<file path="src/rtl/pipe_sched.sv">
// Two-requester round-robin scheduler around a stallable 3-stage pipe computing Y = ((A+B)-(C-D))*D.
// Optional stall-cycle counter enabled by defining PIPE_SCHED_STALLCNT_EN.
module pipe_sched #(
  parameter int N = 10
) (
  input  logic         clk,
  input  logic         rst,
  input  logic         flush,
  input  logic         req0_valid,
  output logic         req0_ready,
  input  logic [N-1:0] req0_a,
  input  logic [N-1:0] req0_b,
  input  logic [N-1:0] req0_c,
  input  logic [N-1:0] req0_d,
  input  logic         req1_valid,
  output logic         req1_ready,
  input  logic [N-1:0] req1_a,
  input  logic [N-1:0] req1_b,
  input  logic [N-1:0] req1_c,
  input  logic [N-1:0] req1_d,
  output logic         out_valid,
  input  logic         out_ready,
  output logic [N-1:0] out_y,
  output logic         out_tag,
  output logic         busy,
  output logic [15:0]  stall_cnt
);

  logic         adv_s;
  logic         both_s;
  logic         gnt0_s;
  logic         gnt1_s;
  logic         take_s;
  logic [N-1:0] a_s, b_s, c_s, d_s;

  logic         rr_ptr_r;
  logic         v1_r, v2_r, out_valid_r;
  logic         tag1_r, tag2_r, out_tag_r;
  logic [N-1:0] sum1_r, diff1_r, d1_r;
  logic [N-1:0] x3_r, d2_r;
  logic [N-1:0] y_r;

  // Advance condition, round-robin grant, ready generation and operand select
  always_comb begin
    adv_s  = !out_valid_r | out_ready;
    both_s = req0_valid & req1_valid;
    gnt0_s = 1'b0;
    gnt1_s = 1'b0;
    if (both_s) begin
      if (rr_ptr_r) begin
        gnt1_s = 1'b1;
      end else begin
        gnt0_s = 1'b1;
      end
    end else if (req0_valid) begin
      gnt0_s = 1'b1;
    end else if (req1_valid) begin
      gnt1_s = 1'b1;
    end else begin
      gnt0_s = 1'b0;
      gnt1_s = 1'b0;
    end
    // Readies are forced low while reset is asserted, not only after the edge
    take_s     = adv_s & !flush & !rst;
    req0_ready = take_s & gnt0_s;
    req1_ready = take_s & gnt1_s;
    if (gnt1_s) begin
      a_s = req1_a;
      b_s = req1_b;
      c_s = req1_c;
      d_s = req1_d;
    end else begin
      a_s = req0_a;
      b_s = req0_b;
      c_s = req0_c;
      d_s = req0_d;
    end
  end

  // Stage valids, tags and round-robin pointer; flush drops in-flight work
  always_ff @(posedge clk or posedge rst) begin
    if (rst) begin
      v1_r        <= 1'b0;
      v2_r        <= 1'b0;
      out_valid_r <= 1'b0;
      tag1_r      <= 1'b0;
      tag2_r      <= 1'b0;
      out_tag_r   <= 1'b0;
      rr_ptr_r    <= 1'b0;
    end else if (flush) begin
      v1_r        <= 1'b0;
      v2_r        <= 1'b0;
      out_valid_r <= 1'b0;
    end else if (adv_s) begin
      v1_r        <= gnt0_s | gnt1_s;
      tag1_r      <= gnt1_s;
      v2_r        <= v1_r;
      tag2_r      <= tag1_r;
      out_valid_r <= v2_r;
      out_tag_r   <= tag2_r;
      if (both_s) begin
        rr_ptr_r <= ~rr_ptr_r;
      end
    end
  end

  // Datapath registers; they simply hold whenever the pipe is stalled
  always_ff @(posedge clk or posedge rst) begin
    if (rst) begin
      sum1_r  <= {N{1'b0}};
      diff1_r <= {N{1'b0}};
      d1_r    <= {N{1'b0}};
      x3_r    <= {N{1'b0}};
      d2_r    <= {N{1'b0}};
      y_r     <= {N{1'b0}};
    end else if (adv_s) begin
      sum1_r  <= a_s + b_s;
      diff1_r <= c_s - d_s;
      d1_r    <= d_s;
      x3_r    <= sum1_r - diff1_r;
      d2_r    <= d1_r;
      y_r     <= x3_r * d2_r;
    end
  end

`ifdef PIPE_SCHED_STALLCNT_EN
  logic [15:0] stall_cnt_r;

  // Saturating count of cycles the consumer holds back a valid result
  always_ff @(posedge clk or posedge rst) begin
    if (rst) begin
      stall_cnt_r <= 16'h0000;
    end else if (out_valid_r && !out_ready && (stall_cnt_r != 16'hFFFF)) begin
      stall_cnt_r <= stall_cnt_r + 16'h0001;
    end
  end

  assign stall_cnt = stall_cnt_r;
`else
  assign stall_cnt = 16'h0000;
`endif

  assign out_valid = out_valid_r;
  assign out_y     = y_r;
  assign out_tag   = out_tag_r;
  assign busy      = v1_r | v2_r | out_valid_r;

endmodule

</file>
<file path="config.mk">
export PLATFORM = sky130hd
export DESIGN_NAME = pipe_sched
export DESIGN_NICKNAME = d
export VERILOG_FILES = /design/src/rtl/pipe_sched.sv
export SDC_FILE = /design/constraint.sdc
export NUM_CORES = 1
export LEC_CHECK = 0
export ABC_CLOCK_PERIOD_IN_PS = 4100
export BUFFER_PORTS_ARGS = -buffer_cell sky130_fd_sc_hd__buf_2
export CORE_MARGIN = 2
export CORE_UTILIZATION = 51
export CTS_CLUSTER_DIAMETER = 120
export CTS_CLUSTER_SIZE = 30
export DETAILED_ROUTE_END_ITERATION = 12
export GPL_TIMING_DRIVEN = 1
export PLACE_DENSITY = 0.81
export SYNTH_ARGS = -nofsm -noshare
export SYNTH_HDL_FRONTEND = slang
export SYNTH_SLANG_ARGS = --single-unit
</file>
<file path="constraint.sdc">
create_clock -name clk -period 4.1 [get_ports clk]
set_clock_uncertainty 0.05 [all_clocks]
set_input_delay 0.615 -clock clk [delete_from_list [all_inputs] [get_ports clk]]
set_output_delay 0.615 -clock clk [all_outputs]
set_load 0.01 [all_outputs]
</file>
==> impl_metrics.yaml <==
die:
  dieWidth_um: 108.3
  start_util: 0.5164
  fp.dieH_um: 108.3
  io_pins: 117
  design.core.area_sq_mm: 0.01075
  die_outline_area_sq_mm: 0.01173
  placementRows: 38
cts:
  htree_levels: 3
  cts_tree: "done"
  ctsHoldBuffers: 0
  clock_insertion_delay_worst_skew_ps: 350
  clk_pin_slew_worst_paths_ps: 80
  cts_buffers: 9
  cts.path.max_buffers: 2
  numClockSinks: 67
  cts-root-buf: "clkbuf_8"
outcome:
  status: "complete, but fails checks"
  violations_in_the_final_reports: "negative setup slack"
global_route:
  initial_antenna_violation_count: 0
  grt_max_degree: 68
  groute.usage.overall: 0.2309
  globalRouteOverflowTotal: 0
  first_global_vias: 4729
  wire_length_of_the_first_global_routing_pass_um: 21290
synth:
  yosys_register_bits: 67
  yosysWarnings: 0
  syn_area_sq_mm: 0.005549
  number_of_enable_type_register_cells_in_the_synthesized_netlist: 0
  synth_cells: 623
  synth-seq-area-share: 0.3021
  post-synth-top-count-cell: "nand2_1"
  synth_top_cell_area_share: 0.3021
  synth_area_leader_cell: "dfrtp_1"
  synth_cell_type_count: 41
  postSynthAreaPerCell_sq_um: 8.907
  ys.flop_type: "dfrtp_1"
  synth.area.top_cells: "dfrtp_1 30%, ha_1 11%, fa_1 9.0%"
  synthArstFlopShare: 1.000
  ys_top_cells_by_count: "110 x nand2_1, 67 x dfrtp_1, 56 x inv_1"
layout:
  antenna_diodes: 0
  post_route_cells_drive_above_1_share: 0.2846
  finalNonFillerCells: 885
  flow.area_growth_from_synthesis_pct: 20.11
  n_fill_cell: 949
  nets: 902
min_path:
  hold-path-cell-count: 2
  holdCritStartpoint: "out_y[2]"
  hold_crit_endpoint: "out_y[2]"
  min-delay-path-class: "reg -> reg"
setup_path:
  critical_path.reg2reg.endpoint: "out_y[9]"
  timing.critical_path.to_type: "register"
  setup.worst_path.class: "reg -> reg"
  start_kind: "register"
  critical_path.reg2reg.startpoint: "d2_r[1]"
  critPathArrivalTime_ps: 4480
  reg2reg_slack_ps: -240
  crit_required_ps: 4240
  worst-r2r-cell-count: 17
  critical_path_peak_fanout: 5
routing:
  vias: 4596
  route.detailed.vias_per_inst: 5.193
  wire_per_inst_um: 14.45
  drt_drc_violations_left: 0
  final_antenna_net_count: 0
  finalWirelength_um: 12790
  initial_drc_count: 244
  detail_route.first_pass.iterations: 4
place:
  routability_congestion: 0.8915
  detail_placement_hpwl_um: 9805
  instance_count_after_placement_with_tap_cells_included: 863
  setup_slack_placement_ps: -215.0
  io_buffers: 100
sta:
  relative_slew_slack: 0.3397
  hold_viol_final: 0
  fin_crit_ps: 4336
  slew_viol_final: 0
  holdWs_ps: 419.7
  finalSetupViolations: 1
  layout_worst_path_cycle_share: 1.058
  post-route-worst-setup-slack_ps: -236.5
  worst-slew-pin-transition_ps: 990.4
  unrepaired_setup_endpoints_after_global_routing: "true"
  finalSetupTns_ps: -236.5
  maximum_clock_rate_mhz: 230.6
job:
  max_cap_violations: 0
==> cells by family after synthesis <==
group                    Yosys count  synth area share
adder cells (fa/ha/maj)           76            0.2052
other                              1         0.0006758
flip-flops                        67            0.3021
AO/OA/AOI/OAI                    108            0.1170
XOR/XNOR                          44           0.06945
AND/OR/NAND/NOR                  190            0.1477
buffers and inverters             96           0.07711
multiplexers                      41           0.08072
==> worst max-delay path, cell delays in order, from the launching register on <==
cell	delay (ps)
dfrtp_2	440
buf_12	120
nand2_2	40
fa_1	510
inv_2	40
fa_1	440
ha_1	320
fa_1	520
inv_2	40
fa_1	510
inv_2	50
ha_4	150
buf_6	110
o21ai_0	230
nand2b_1	110
a31oi_1	270
xnor2_1	150
a21oi_1	90
==> layout make-up <==
type | instances | area (sq um) | share of cell area
multi-input combinational | 475 | 3638 | 0.5459
sequential | 67 | 1683 | 0.2525
timing repair buffer | 131 | 773.2 | 0.1160
inverter | 56 | 210.2 | 0.03154
tap | 140 | 175.2 | 0.02628
clock buffer | 11 | 131.4 | 0.01971
clock inverter | 5 | 53.80 | 0.008072
==> layout by cell type, fill, tap and decap left out, drive strengths merged, types with 5 or more instances in the layout <==
master | netlist | final
mux2 | 30 | 30
o31ai | 8 | 8
ha | 51 | 51
nor3 | 5 | 5
o21bai | 5 | 5
a21o | 8 | 8
conb | 1 | 16
nor2 | 36 | 36
a21oi | 40 | 40
nor2b | 5 | 5
xor2 | 13 | 13
o21a | 6 | 6
buf | 23 | 131
dfrtp | 67 | 67
xnor2 | 31 | 31
o21ai | 30 | 30
fa | 25 | 25
inv | 56 | 56
mux2i | 11 | 11
nand2 | 110 | 110
and2 | 19 | 19
clkbuf | 17 | 11
==> per-stage QoR <==
stage	util	instance area, sq um
5_1_grt	0.6203	6665
3_5_place_dp	0.5862	6299
2_1_floorplan	-	5644
6_report	0.6203	6665
3_3_place_gp	0.5862	6299
4_1_cts	0.6081	6534
==> routing by layer <==
metal | vias to the layer above | GRT usage | wire length (um)
met5 | - | 0 | 0
met4 | 0 | 0.08333 | 187
met3 | 17 | 0.04099 | 531
met2 | 138 | 0.4214 | 6843
met1 | 2191 | 0.2709 | 5223
li1 | 2250 | - | -
==> what timing repair did <==
item / 4_1_cts / 5_1_grt
setup endpoints to repair: 2 / 3
setup buffers: 3 / 3
gates resized for setup: 2 / 34
endpoints found under the hold margin: 0 / 0
pin swaps: 2 / 17
==> sequential cells by signal, summed over array words and instances, names as in the netlist, 10 cells and up <==
register  count
d1_r         10
d2_r         10
diff1_r      10
out_y        10
sum1_r       10
x3_r         10
==> worst max path at each step <==
stage / start / endpoint / slack (ps) / cells past startpoint
2_1_floorplan: d2_r[1] / out_y[9] / 30 / 17
3_3_place_gp: d2_r[1] / out_y[9] / -130 / 16
3_5_place_dp: d2_r[1] / out_y[9] / -210 / 17
4_1_cts: d2_r[1] / out_y[9] / -130 / 17
5_1_grt: x3_r[4] / out_y[9] / -400 / 17
6_report: d2_r[1] / out_y[9] / -240 / 17
Power is left out: the tool's default activity adds up to more than one toggle a clock period on the data nets, which glitch-free logic cannot reach.
